[src/rtl/stack_bus_upstream_arbiter_if.sv]
// Upstream channel and stack-bus lane signals for the N-to-1 upstream arbiter.
// master: the side that drives traffic into the channels and sinks the bus lane.
// slave:  the arbiter itself.
interface stack_bus_upstream_arbiter_if #(
    parameter int NUM_CH = 4,
    parameter int DATA_W = 64,
    parameter int CH_W   = $clog2(NUM_CH)
);
    logic [NUM_CH-1:0]        ch_valid;
    logic [2*NUM_CH-1:0]      ch_cntl;
    logic [DATA_W*NUM_CH-1:0] ch_data;
    logic [NUM_CH-1:0]        ch_ready;
    logic                     bus_valid;
    logic [1:0]               bus_cntl;
    logic [DATA_W-1:0]        bus_data;
    logic [CH_W-1:0]          bus_chan_id;
    logic                     bus_ready;

    modport master (
        output ch_valid, ch_cntl, ch_data, bus_ready,
        input  ch_ready, bus_valid, bus_cntl, bus_data, bus_chan_id
    );

    modport slave (
        input  ch_valid, ch_cntl, ch_data, bus_ready,
        output ch_ready, bus_valid, bus_cntl, bus_data, bus_chan_id
    );
endinterface

[src/rtl/stack_bus_upstream_arbiter.sv]
// Stack-bus upstream merge point: per-channel flit FIFOs feeding one bus lane
// through packet-atomic round-robin arbitration, with framing-error detection
// and a forwarded-packet counter.
module stack_bus_upstream_arbiter #(
    parameter int NUM_CH     = 4,
    parameter int DATA_W     = 64,
    parameter int FIFO_DEPTH = 4,
    parameter int CH_W       = $clog2(NUM_CH)
) (
    input  logic                       clk,
    input  logic                       reset_poweron,
    stack_bus_upstream_arbiter_if.slave sb,
    input  logic [NUM_CH-1:0]          cfg_ch_enable,
    output logic [NUM_CH-1:0]          err_framing,
    output logic [15:0]                pkt_count
);
    localparam int PTR_W  = $clog2(FIFO_DEPTH);
    localparam int CNT_W  = PTR_W + 1;
    localparam int FLIT_W = DATA_W + 2;

    localparam logic [1:0] CNTL_EOM = 2'b11;
    localparam logic [1:0] CNTL_SOM = 2'b01;

    typedef enum logic {IDLE, LOCKED} state_t;

    // Per-channel FIFO storage and pointers
    logic [FLIT_W-1:0] mem_q  [NUM_CH][FIFO_DEPTH];
    logic [PTR_W-1:0]  wptr_q [NUM_CH];
    logic [PTR_W-1:0]  rptr_q [NUM_CH];
    logic [CNT_W-1:0]  cnt_q  [NUM_CH];
    logic [CNT_W-1:0]  cnt_d  [NUM_CH];
    logic              rdy_en_q;

    logic [NUM_CH-1:0] ready;
    logic [NUM_CH-1:0] push;
    logic [NUM_CH-1:0] pop;
    logic [NUM_CH-1:0] nonempty;
    logic [1:0]        head_cntl [NUM_CH];
    logic [DATA_W-1:0] head_data [NUM_CH];

    // Arbitration / output path
    state_t            state_q;
    logic [CH_W-1:0]   last_grant_q;
    logic [CH_W-1:0]   cur_ch_q;
    logic              bus_valid_q;
    logic [1:0]        bus_cntl_q;
    logic [DATA_W-1:0] bus_data_q;
    logic [CH_W-1:0]   bus_chan_id_q;
    logic [NUM_CH-1:0] err_q;
    logic [15:0]       pkt_q;

    logic              load;
    logic [NUM_CH-1:0] cand;
    logic [NUM_CH-1:0] discard;
    logic [NUM_CH-1:0] err_set;
    logic              gnt_found;
    logic [CH_W-1:0]   gnt_idx;
    logic [CH_W:0]     rr_sum;
    logic              fwd;
    logic [1:0]        fwd_cntl;
    logic [DATA_W-1:0] fwd_data;
    logic [CH_W-1:0]   fwd_ch;

    // FIFO status, head view, accept decision and next counts
    always_comb begin
        for (int i = 0; i < NUM_CH; i++) begin
            nonempty[i]  = (cnt_q[i] != '0);
            ready[i]     = rdy_en_q && (cnt_q[i] != CNT_W'(FIFO_DEPTH));
            push[i]      = sb.ch_valid[i] && ready[i];
            head_cntl[i] = mem_q[i][rptr_q[i]][FLIT_W-1 -: 2];
            head_data[i] = mem_q[i][rptr_q[i]][DATA_W-1:0];
            cnt_d[i]     = cnt_q[i] + CNT_W'(push[i]) - CNT_W'(pop[i]);
        end
    end

    // Candidate selection, round-robin grant, pops and the flit to forward
    always_comb begin
        load      = !bus_valid_q || sb.bus_ready;
        cand      = '0;
        discard   = '0;
        err_set   = '0;
        gnt_found = 1'b0;
        gnt_idx   = '0;
        rr_sum    = '0;
        fwd       = 1'b0;
        fwd_cntl  = '0;
        fwd_data  = '0;
        fwd_ch    = '0;

        // cntl[1]=1 marks MOM/EOM: a continuation with no open packet is dropped
        for (int i = 0; i < NUM_CH; i++) begin
            if (state_q == IDLE && nonempty[i]) begin
                if (head_cntl[i][1]) begin
                    discard[i] = 1'b1;
                end else if (cfg_ch_enable[i]) begin
                    cand[i] = 1'b1;
                end
            end
        end

        // Search starts just after the last packet owner, wrapping at NUM_CH
        for (int k = 1; k <= NUM_CH; k++) begin
            rr_sum = {1'b0, last_grant_q} + (CH_W+1)'(k);
            if (rr_sum >= (CH_W+1)'(NUM_CH)) begin
                rr_sum = rr_sum - (CH_W+1)'(NUM_CH);
            end
            if (!gnt_found && cand[rr_sum[CH_W-1:0]]) begin
                gnt_found = 1'b1;
                gnt_idx   = rr_sum[CH_W-1:0];
            end
        end

        pop     = discard;
        err_set = discard;
        if (state_q == IDLE) begin
            if (load && gnt_found) begin
                pop[gnt_idx] = 1'b1;
                fwd          = 1'b1;
                fwd_cntl     = head_cntl[gnt_idx];
                fwd_data     = head_data[gnt_idx];
                fwd_ch       = gnt_idx;
            end
        end else if (load && nonempty[cur_ch_q]) begin
            pop[cur_ch_q] = 1'b1;
            fwd           = 1'b1;
            fwd_data      = head_data[cur_ch_q];
            fwd_ch        = cur_ch_q;
            // A new start inside an open packet closes it as EOM and flags the channel
            if (head_cntl[cur_ch_q][1]) begin
                fwd_cntl = head_cntl[cur_ch_q];
            end else begin
                fwd_cntl          = CNTL_EOM;
                err_set[cur_ch_q] = 1'b1;
            end
        end
    end

    // FIFO data array; contents need no reset since counts gate visibility
    always_ff @(posedge clk) begin
        for (int i = 0; i < NUM_CH; i++) begin
            if (push[i]) begin
                mem_q[i][wptr_q[i]] <= {sb.ch_cntl[2*i +: 2], sb.ch_data[i*DATA_W +: DATA_W]};
            end
        end
    end

    // FIFO pointers, counts, and the post-reset ready enable
    always_ff @(posedge clk or negedge reset_poweron) begin
        if (!reset_poweron) begin
            rdy_en_q <= 1'b0;
            for (int i = 0; i < NUM_CH; i++) begin
                wptr_q[i] <= '0;
                rptr_q[i] <= '0;
                cnt_q[i]  <= '0;
            end
        end else begin
            rdy_en_q <= 1'b1;
            for (int i = 0; i < NUM_CH; i++) begin
                if (push[i]) wptr_q[i] <= wptr_q[i] + 1'b1;
                if (pop[i])  rptr_q[i] <= rptr_q[i] + 1'b1;
                cnt_q[i] <= cnt_d[i];
            end
        end
    end

    // Arbiter FSM with registered bus outputs, error flags and packet counter
    always_ff @(posedge clk or negedge reset_poweron) begin
        if (!reset_poweron) begin
            state_q       <= IDLE;
            last_grant_q  <= CH_W'(NUM_CH - 1);
            cur_ch_q      <= '0;
            bus_valid_q   <= 1'b0;
            bus_cntl_q    <= '0;
            bus_data_q    <= '0;
            bus_chan_id_q <= '0;
            err_q         <= '0;
            pkt_q         <= '0;
        end else begin
            if (bus_valid_q && sb.bus_ready && (bus_cntl_q[0] == bus_cntl_q[1])) begin
                pkt_q <= pkt_q + 16'd1;
            end
            if (load) begin
                bus_valid_q <= fwd;
                if (fwd) begin
                    bus_cntl_q    <= fwd_cntl;
                    bus_data_q    <= fwd_data;
                    bus_chan_id_q <= fwd_ch;
                end
            end
            err_q <= err_q | err_set;
            case (state_q)
                IDLE: begin
                    if (fwd) begin
                        last_grant_q <= fwd_ch;
                        cur_ch_q     <= fwd_ch;
                        if (fwd_cntl == CNTL_SOM) state_q <= LOCKED;
                    end
                end
                LOCKED: begin
                    if (fwd && fwd_cntl == CNTL_EOM) state_q <= IDLE;
                end
                default: state_q <= IDLE;
            endcase
        end
    end

    assign sb.ch_ready    = ready;
    assign sb.bus_valid   = bus_valid_q;
    assign sb.bus_cntl    = bus_cntl_q;
    assign sb.bus_data    = bus_data_q;
    assign sb.bus_chan_id = bus_chan_id_q;
    assign err_framing    = err_q;
    assign pkt_count      = pkt_q;
endmodule

[src/flat_wrapper.sv]
// flat-port wrapper written by rule: the top's interface ports become plain ports
module stack_bus_upstream_arbiter_flat 
#(
    parameter int NUM_CH     = 4,
    parameter int DATA_W     = 64,
    parameter int FIFO_DEPTH = 4,
    parameter int CH_W       = $clog2(NUM_CH)
)
  (clk, reset_poweron, cfg_ch_enable, err_framing, pkt_count, sb_ch_valid, sb_ch_cntl, sb_ch_data, sb_bus_ready, sb_ch_ready, sb_bus_valid, sb_bus_cntl, sb_bus_data, sb_bus_chan_id);
  stack_bus_upstream_arbiter_if #(.NUM_CH(NUM_CH), .DATA_W(DATA_W), .CH_W(CH_W)) sb_i ();
  input  logic clk;
  input  logic reset_poweron;
  input  logic [NUM_CH-1:0] cfg_ch_enable;
  output logic [NUM_CH-1:0] err_framing;
  output logic [15:0] pkt_count;
  input wire logic [$bits(sb_i.ch_valid)-1:0] sb_ch_valid;
  input wire logic [$bits(sb_i.ch_cntl)-1:0] sb_ch_cntl;
  input wire logic [$bits(sb_i.ch_data)-1:0] sb_ch_data;
  input wire logic [$bits(sb_i.bus_ready)-1:0] sb_bus_ready;
  output wire logic [$bits(sb_i.ch_ready)-1:0] sb_ch_ready;
  output wire logic [$bits(sb_i.bus_valid)-1:0] sb_bus_valid;
  output wire logic [$bits(sb_i.bus_cntl)-1:0] sb_bus_cntl;
  output wire logic [$bits(sb_i.bus_data)-1:0] sb_bus_data;
  output wire logic [$bits(sb_i.bus_chan_id)-1:0] sb_bus_chan_id;
  assign sb_i.ch_valid = sb_ch_valid;
  assign sb_i.ch_cntl = sb_ch_cntl;
  assign sb_i.ch_data = sb_ch_data;
  assign sb_i.bus_ready = sb_bus_ready;
  assign sb_ch_ready = sb_i.ch_ready;
  assign sb_bus_valid = sb_i.bus_valid;
  assign sb_bus_cntl = sb_i.bus_cntl;
  assign sb_bus_data = sb_i.bus_data;
  assign sb_bus_chan_id = sb_i.bus_chan_id;
  stack_bus_upstream_arbiter #(.NUM_CH(NUM_CH), .DATA_W(DATA_W), .FIFO_DEPTH(FIFO_DEPTH), .CH_W(CH_W)) u_core (.clk(clk), .reset_poweron(reset_poweron), .sb(sb_i), .cfg_ch_enable(cfg_ch_enable), .err_framing(err_framing), .pkt_count(pkt_count));
endmodule
[config.mk]
export PLATFORM = sky130hd
export DESIGN_NAME = stack_bus_upstream_arbiter_flat
export DESIGN_NICKNAME = d
export VERILOG_FILES = /design/src/rtl/stack_bus_upstream_arbiter_if.sv /design/src/rtl/stack_bus_upstream_arbiter.sv /design/src/flat_wrapper.sv
export SDC_FILE = /design/constraint.sdc
export NUM_CORES = 1
export LEC_CHECK = 0
export BUFFER_PORTS_ARGS = -buffer_cell sky130_fd_sc_hd__buf_2
export CAP_MARGIN = 10
export CORE_MARGIN = 2
export CORE_UTILIZATION = 35
export DETAILED_ROUTE_END_ITERATION = 8
export PLACE_DENSITY = 0.56
export SLEW_MARGIN = 5
export SYNTH_ARGS = -nofsm -noshare
export SYNTH_HDL_FRONTEND = slang
export SYNTH_SLANG_ARGS = --single-unit
[constraint.sdc]
create_clock -name clk -period 4.43 [get_ports clk]
set_input_delay 1.1075 -clock clk [delete_from_list [all_inputs] [get_ports clk]]
set_output_delay 1.1075 -clock clk [all_outputs]
set_load 0.05 [all_outputs]
==> impl_metrics.yaml, run 1 <==
synth:
  synth.cell_area_um2: 47900
  synth-async-reset-ratio: 0.104
  number_of_synthesized_flops_with_an_enable_pin: 1056
  seq_area_frac_synth: 0.727
  synthesis.instances: 2337
  postSynth.topFlopCell: "edfxtp_1"
  synthDistinctLibCells: 64
  post_synth.cell_area_avg_um2: 20.5
  synth_fp_nets: 2641
  ys_seq_elements: 1179
  synthesis.yosys.warnings: 0
timing:
  setup-tns-final_ns: 0
  tightestPinTransition_ns: 1.20
  fin_crit_ns: 3.84
  setup_repair_after_global_routing_missed_its_margin: "false"
  period_share: 0.867
  timing.fmax_mhz: 260
  report.final.setup_viol: 0
  report.final.hold_viol_count: 0
  fin_worst_skew_ns: 0.0244
  worst_slew_margin_rel: 0.202
  slew_violations: 0
final_layout:
  drive_above_1_share: 0.358
  post-route-util: 0.415
  fillers: 11900
  stdcell_count: 4656
  syn_to_final_growth_pct: 17.6
  num-nets-final: 3044
worst_setup_path:
  worst_setup_path_end_kind: "flip-flop"
  crit-reg2reg-launch: "u_core.rptr_q[4]"
  worst-r2r-cell-count: 12
  worst-r2r-setup-slack_ns: 0.59
  cp_class: "flip-flop to flip-flop"
  timing.critical_path.to: "u_core.cnt_q[11]"
  crit_path_max_fanout: 8
  cp-start-kind: "flip-flop"
  cp.arrival_ns: 4.51
  critPathRequiredTime_ns: 5.10
  cp.depth: 12
  timing.rr.end: "u_core.cnt_q[11]"
  path_cells: "mux4_2, or3_1, o22a_1, o21a_1, a31oi_1, inv_1, ha_1, inv_1, ha_1, fa_1, xnor2_1, xnor2_1"
  slowest_delay_ns: 0.64
  buf_inv_on_cp: 2
  timing.critical_path.slowest_stage_cell: "mux4_2"
  cell_family_with_the_largest_share_of_critical_path_delay: "compound AO/OA/AOI/OAI gates"
  critical_path.startpoint: "u_core.rptr_q[4]"
floorplanning:
  starting_density_of_the_core: 0.353
  floorplan.core_area_um2: 136000
  die_x_um: 374
  rows: 135
  pin_count: 368
  die-area_um2: 140000
  die_h_um: 374
power:
  finalPower_uw: 39900
  power.ir.vdd_worst_uv: 724
  cellLeakagePower_uw: 0.0191
  power.density_nw_per_um2: 709
clocking:
  cts.path.max_buffers: 3
  cts_hold_buffers: 0
  cts-resized-gates: 0
  cts_setup_buffers: 0
  numClockSinks: 1179
  worst_setup_hold_path_clk_slew_ns: 0.06
  tritoncts: "yes"
  clock_network_latency_to_the_later_pin_of_the_worst_skew_pair_ns: 0.76
  cts-htree-levels: 3
  cts_inserted_buffers: 119
  cts_root_buf: "clkbuf_16"
detailed_routing:
  drt_iter0_markers: 2563
  wire_per_inst_um: 29.5
  route.top_layer_used: "met5"
  num_vias: 26000
  remaining_antenna_violation_count_after_routing: 0
  dr_wl_met3_um: 12000
  route.met2.wl_um: 66300
  drtPass1Iterations: 8
  detail_route.wirelength_um: 137000
  met1Wirelength_um: 54100
  routed_via_density: 5.58
  drc: 0
global_routing:
  first_global_vias: 26700
  grt_pass1_wl_um: 196000
  grt_antenna_before_repair: 100
  grt_use_total: 0.196
  grt_start_max_net_pins: 81
  grt_remaining_overflow: 0
placement:
  io_buffer_count: 367
  routabilityCongestion: 0.850
  hpwl_um: 88200
  placed_cells_incl_taps: 4400
job:
  max_cap_violations: 0
min_path:
  hp-class: "input pin to asynchronous set/reset pin"
status:
  result_of_the_run: "complete, no violations"
[area by class of cell]
| cell class | instances | area (µm²) | area share |
|---|---|---|---|
| Multi-Input combinational cell | 964 | 12400 | 0.221 |
| Sequential cell | 1179 | 34800 | 0.619 |
| Timing Repair Buffer | 439 | 2420 | 0.0430 |
| Tap cell | 1781 | 2230 | 0.0396 |
| Clock buffer | 145 | 3190 | 0.0566 |
| Antenna cell | 31 | 77.6 | 0.00138 |
| Inverter | 37 | 139 | 0.00247 |
| Clock inverter | 80 | 968 | 0.0172 |
[through the flow]
stage / cell area [µm²] / hold slack (ns) / setup WS (ns)
after floorplan: 47900 / 0.522 / 0.695
after global placement: 52000 / 0.454 / 0.447
after detailed placement: 52000 / 0.474 / 0.346
after CTS: 56200 / 0.469 / 0.609
after global routing: 56200 / 0.489 / 0.408
final: 56300 / 0.446 / 0.590
[report_power, final]
part | internal (µW) | switching, µW
clock | 6240 | 4330
sequential | 13800 | 842
combinational | 5790 | 8890
[cell families after synthesis]
family | synth area share
simple gates | 0.0226
fa+ha+maj | 0.00821
compound gates | 0.0499
xor+xnor | 0.00604
buf+inv | 0.0167
other cells | 0.0000784
mux | 0.169
flops | 0.727
[synthesized netlist by cell type (all sizes together) (4+ instances only)]
cell | number | area share
fa | 4 | 0.0017
mux2 | 9 | 0.0021
buf | 64 | 0.0065
o21ai | 14 | 0.0017
nand2b | 8 | 0.0010
a31oi | 5 | 0.00065
dfrtp | 121 | 0.063
o211a | 4 | 0.00084
mux4 | 327 | 0.15
a22oi | 63 | 0.0099
o31ai | 62 | 0.0097
edfxtp | 1056 | 0.66
a21o | 67 | 0.011
mux2i | 64 | 0.013
nand2 | 26 | 0.0022
inv | 37 | 0.0029
nor2 | 17 | 0.0014
nand3 | 11 | 0.0012
o211ai | 66 | 0.010
xnor2 | 23 | 0.0042
o21a | 5 | 0.00078
nand4 | 73 | 0.0095
ha | 25 | 0.0065
or3 | 4 | 0.00052
nor3 | 11 | 0.0014
and2 | 5 | 0.00065
a21oi | 9 | 0.0010
and3 | 17 | 0.0022
clkbuf | 93 | 0.0073
xor2 | 10 | 0.0018
[placed cells by master (no fill, tap or decap), types with 16 or more instances in the layout]
cell	synthesis	final
a22oi_1	63	63
nor2_1	16	16
mux2i_1	64	64
o211ai_1	66	66
buf_4	9	69
and3_4	0	16
mux4_2	327	327
clkbuf_1	93	16
edfxtp_1	1056	1056
inv_1	37	37
a21o_1	67	66
clkinv_2	0	21
diode_2	0	31
nand2_1	25	25
buf_2	29	366
dfrtp_1	121	111
ha_1	25	25
xnor2_1	23	23
clkbuf_16	0	120
nand4_1	73	73
bufinv_16	0	19
o31ai_1	62	62
[worst reg2reg max path, cell delays in order (launching register included)]
cell and delay, ns:
dfrtp_4 0.41, mux4_2 0.64, or3_1 0.56, o22a_1 0.38, o21a_1 0.24, a31oi_1 0.23
inv_1 0.10, ha_1 0.28, inv_1 0.05, ha_1 0.18, fa_1 0.37, xnor2_1 0.18
xnor2_1 0.14
[worst min path at each step]
stage | from | to | depth (start not counted)
floorplan | u_core.cnt_q[7] | u_core.cnt_q[8] | 1
global placement | u_core.pkt_count[15] | u_core.pkt_count[15] | 1
detailed placement | u_core.err_framing[2] | u_core.err_framing[2] | 1
CTS | reset_poweron | u_core.sb.bus_data[5] | 1
global route | reset_poweron | u_core.pkt_count[14] | 1
finish | reset_poweron | u_core.pkt_count[14] | 1
[registers in the layout (all words and copies together), names as in the netlist]
| register | count |
|---|---|
| u_core.mem_q | 1056 |
| u_core.state_q | 1 |
| u_core.sb.bus_data | 64 |
| u_core.wptr_q | 8 |
| u_core.cnt_q | 12 |
| u_core.err_framing | 4 |
| u_core.sb.bus_chan_id | 2 |
| u_core.rptr_q | 8 |
| u_core.cur_ch_q | 2 |
| u_core.pkt_count | 16 |
| u_core.sb.bus_valid | 1 |
| u_core.rdy_en_q | 1 |
| u_core.last_grant_q | 2 |
| u_core.sb.bus_cntl | 2 |
[layer usage]
layer | track usage | vias up
li1 | - | 10700
met1 | 0.252 | 13600
met2 | 0.317 | 1195
met3 | 0.0570 | 344
met4 | 0.0651 | 82
met5 | 0 | -
Power figures use the tool's default switching activity.
==> inputs of run 2 (changes only) <==
--- a/config.mk
+++ b/config.mk
@@ -7,10 +7,13 @@
 export LEC_CHECK = 0
 export BUFFER_PORTS_ARGS = -buffer_cell sky130_fd_sc_hd__buf_2
 export CAP_MARGIN = 10
+export CELL_PAD_IN_SITES_DETAIL_PLACEMENT = 2
+export CELL_PAD_IN_SITES_GLOBAL_PLACEMENT = 2
+export CORE_ASPECT_RATIO = 0.8
 export CORE_MARGIN = 2
 export CORE_UTILIZATION = 35
 export DETAILED_ROUTE_END_ITERATION = 8
-export PLACE_DENSITY = 0.56
+export PLACE_DENSITY = 0.67
 export SLEW_MARGIN = 5
 export SYNTH_ARGS = -nofsm -noshare
 export SYNTH_HDL_FRONTEND = slang
==> impl_metrics.yaml, run 2 (same netlist as run 1, synthesis figures left out) <==
final_layout:
  layout.cells.most_common: "edfxtp_1"
  num-nets-final: 3044
  flip_flop_count_of_the_largest_register_after_layout: 1056
  syn_to_final_growth_pct: 17.7
  layout.cells.most_common_list: "1056 x edfxtp_1, 366 x buf_2, 327 x mux4_2, 122 x clkbuf_16, 111 x dfrtp_1"
  drive_above_1_share: 0.353
  post-route-util: 0.414
detailed_routing:
  remaining_antenna_violation_count_after_routing: 0
  detail_route.wirelength_um: 163000
  drtPass1Iterations: 5
  wire_per_inst_um: 34.8
  num_vias: 26900
  drt_iter0_markers: 2365
  drc: 0
  routed_via_density: 5.76
worst_setup_path:
  crit_path_max_fanout: 8
  worst_setup_path_end_kind: "flip-flop"
  critical_path.startpoint: "u_core.rptr_q[6]"
  cp_class: "flip-flop to flip-flop"
  crit-reg2reg-launch: "u_core.rptr_q[6]"
  timing.critical_path.to: "u_core.cnt_q[8]"
  cp.arrival_ns: 4.55
  worst-r2r-setup-slack_ns: 0.52
  cp-start-kind: "flip-flop"
  critPathRequiredTime_ns: 5.08
  worst-r2r-cell-count: 13
  timing.rr.end: "u_core.cnt_q[8]"
global_routing:
  grt_use_total: 0.232
  grt_pass1_wl_um: 229000
  grt_remaining_overflow: 0
  grt_start_max_net_pins: 66
  grt_antenna_before_repair: 83
  first_global_vias: 29300
floorplanning:
  die_h_um: 335
  die-area_um2: 140000
  floorplan.core_area_um2: 136000
  die_x_um: 417
  pin_count: 368
  rows: 121
  starting_density_of_the_core: 0.352
clocking:
  cts_root_buf: "clkbuf_16"
  cts_setup_buffers: 0
  cts-resized-gates: 0
  cts_hold_buffers: 0
  numClockSinks: 1179
  worst_setup_hold_path_clk_slew_ns: 0.06
  cts.path.max_buffers: 3
  clock_network_latency_to_the_later_pin_of_the_worst_skew_pair_ns: 0.76
  tritoncts: "yes"
  cts-htree-levels: 3
  cts_inserted_buffers: 120
status:
  result_of_the_run: "complete, no violations"
power:
  power.density_nw_per_um2: 728
  cellLeakagePower_uw: 0.0191
  power.ir.vdd_worst_uv: 375
timing:
  period_share: 0.882
  report.final.setup_viol: 0
  setup_repair_after_global_routing_missed_its_margin: "false"
  report.final.hold_viol_count: 0
  fin_worst_skew_ns: 0.0506
  fin_crit_ns: 3.91
  setup-tns-final_ns: 0
  tightestPinTransition_ns: 1.38
  slew_violations: 0
  timing.fmax_mhz: 256
  worst_slew_margin_rel: 0.0812
job:
  max_cap_violations: 0
placement:
  routabilityCongestion: 0.800
  hpwl_um: 101000
  io_buffer_count: 367
min_path:
  hp-class: "input pin to asynchronous set/reset pin"
-- run 2: cell type report --
type	count	area [µm²]
Antenna cell	48	120
Clock buffer	158	3280
Clock inverter	68	790
Fill cell	12700	79600
Inverter	37	139
Multi-Input combinational cell	964	12400
Sequential cell	1179	34800
Tap cell	1783	2230
Timing Repair Buffer	438	2500
-- run 2: stage by stage --
| step | std cells | area, µm² | power, µW | hold WS, ns | setup slack [ns] |
|---|---|---|---|---|---|
| after floorplan | 2337 | 47900 | 24900 | 0.522 | 0.695 |
| after global placement | 4401 | 52100 | 29700 | 0.455 | 0.382 |
| after detailed placement | 4401 | 52100 | 30600 | 0.461 | 0.321 |
| after CTS | 4627 | 56200 | 41300 | 0.368 | 0.527 |
| after global routing | 4655 | 56300 | 42500 | 0.381 | 0.304 |
| final | 4675 | 56300 | 41000 | 0.374 | 0.525 |
-- run 2: power by group --
part	leakage, µW	internal (µW)	total (µW)	switching (µW)
Clock	0.00200	6130	10600	4460
Sequential	0.0111	13800	14700	860
Combinational	0.00608	5850	15700	9840
-- run 2: worst min-delay path by stage --
stage	startpoint	end	slack, ns
after global routing	reset_poweron	u_core.sb.bus_data[6]	0.38
after floorplan	u_core.cnt_q[7]	u_core.cnt_q[8]	0.52
after detailed placement	u_core.err_framing[2]	u_core.err_framing[2]	0.46
final	reset_poweron	u_core.sb.bus_data[6]	0.37
after global placement	u_core.pkt_count[15]	u_core.pkt_count[15]	0.46
after CTS	reset_poweron	u_core.sb.bus_data[6]	0.37
-- run 2: critical path: stages, from the launching register on --
cell	delay (ns)
dfrtp_4	0.41
mux4_2	0.60
nor3_1	0.64
o22a_1	0.46
o21ai_4	0.08
a31oi_1	0.32
inv_1	0.10
ha_1	0.28
inv_1	0.06
ha_1	0.13
inv_1	0.06
fa_1	0.38
xnor2_1	0.18
xnor2_1	0.14
-- run 2: per-layer routing --
layer | vias up | part of all wire | global-route usage
met4 | 40 | 0.034 | 0.0860
met3 | 306 | 0.066 | 0.0468
met2 | 1057 | 0.49 | 0.383
met1 | 14800 | 0.41 | 0.305
met5 | - | 0.0016 | 0
li1 | 10700 | - | -
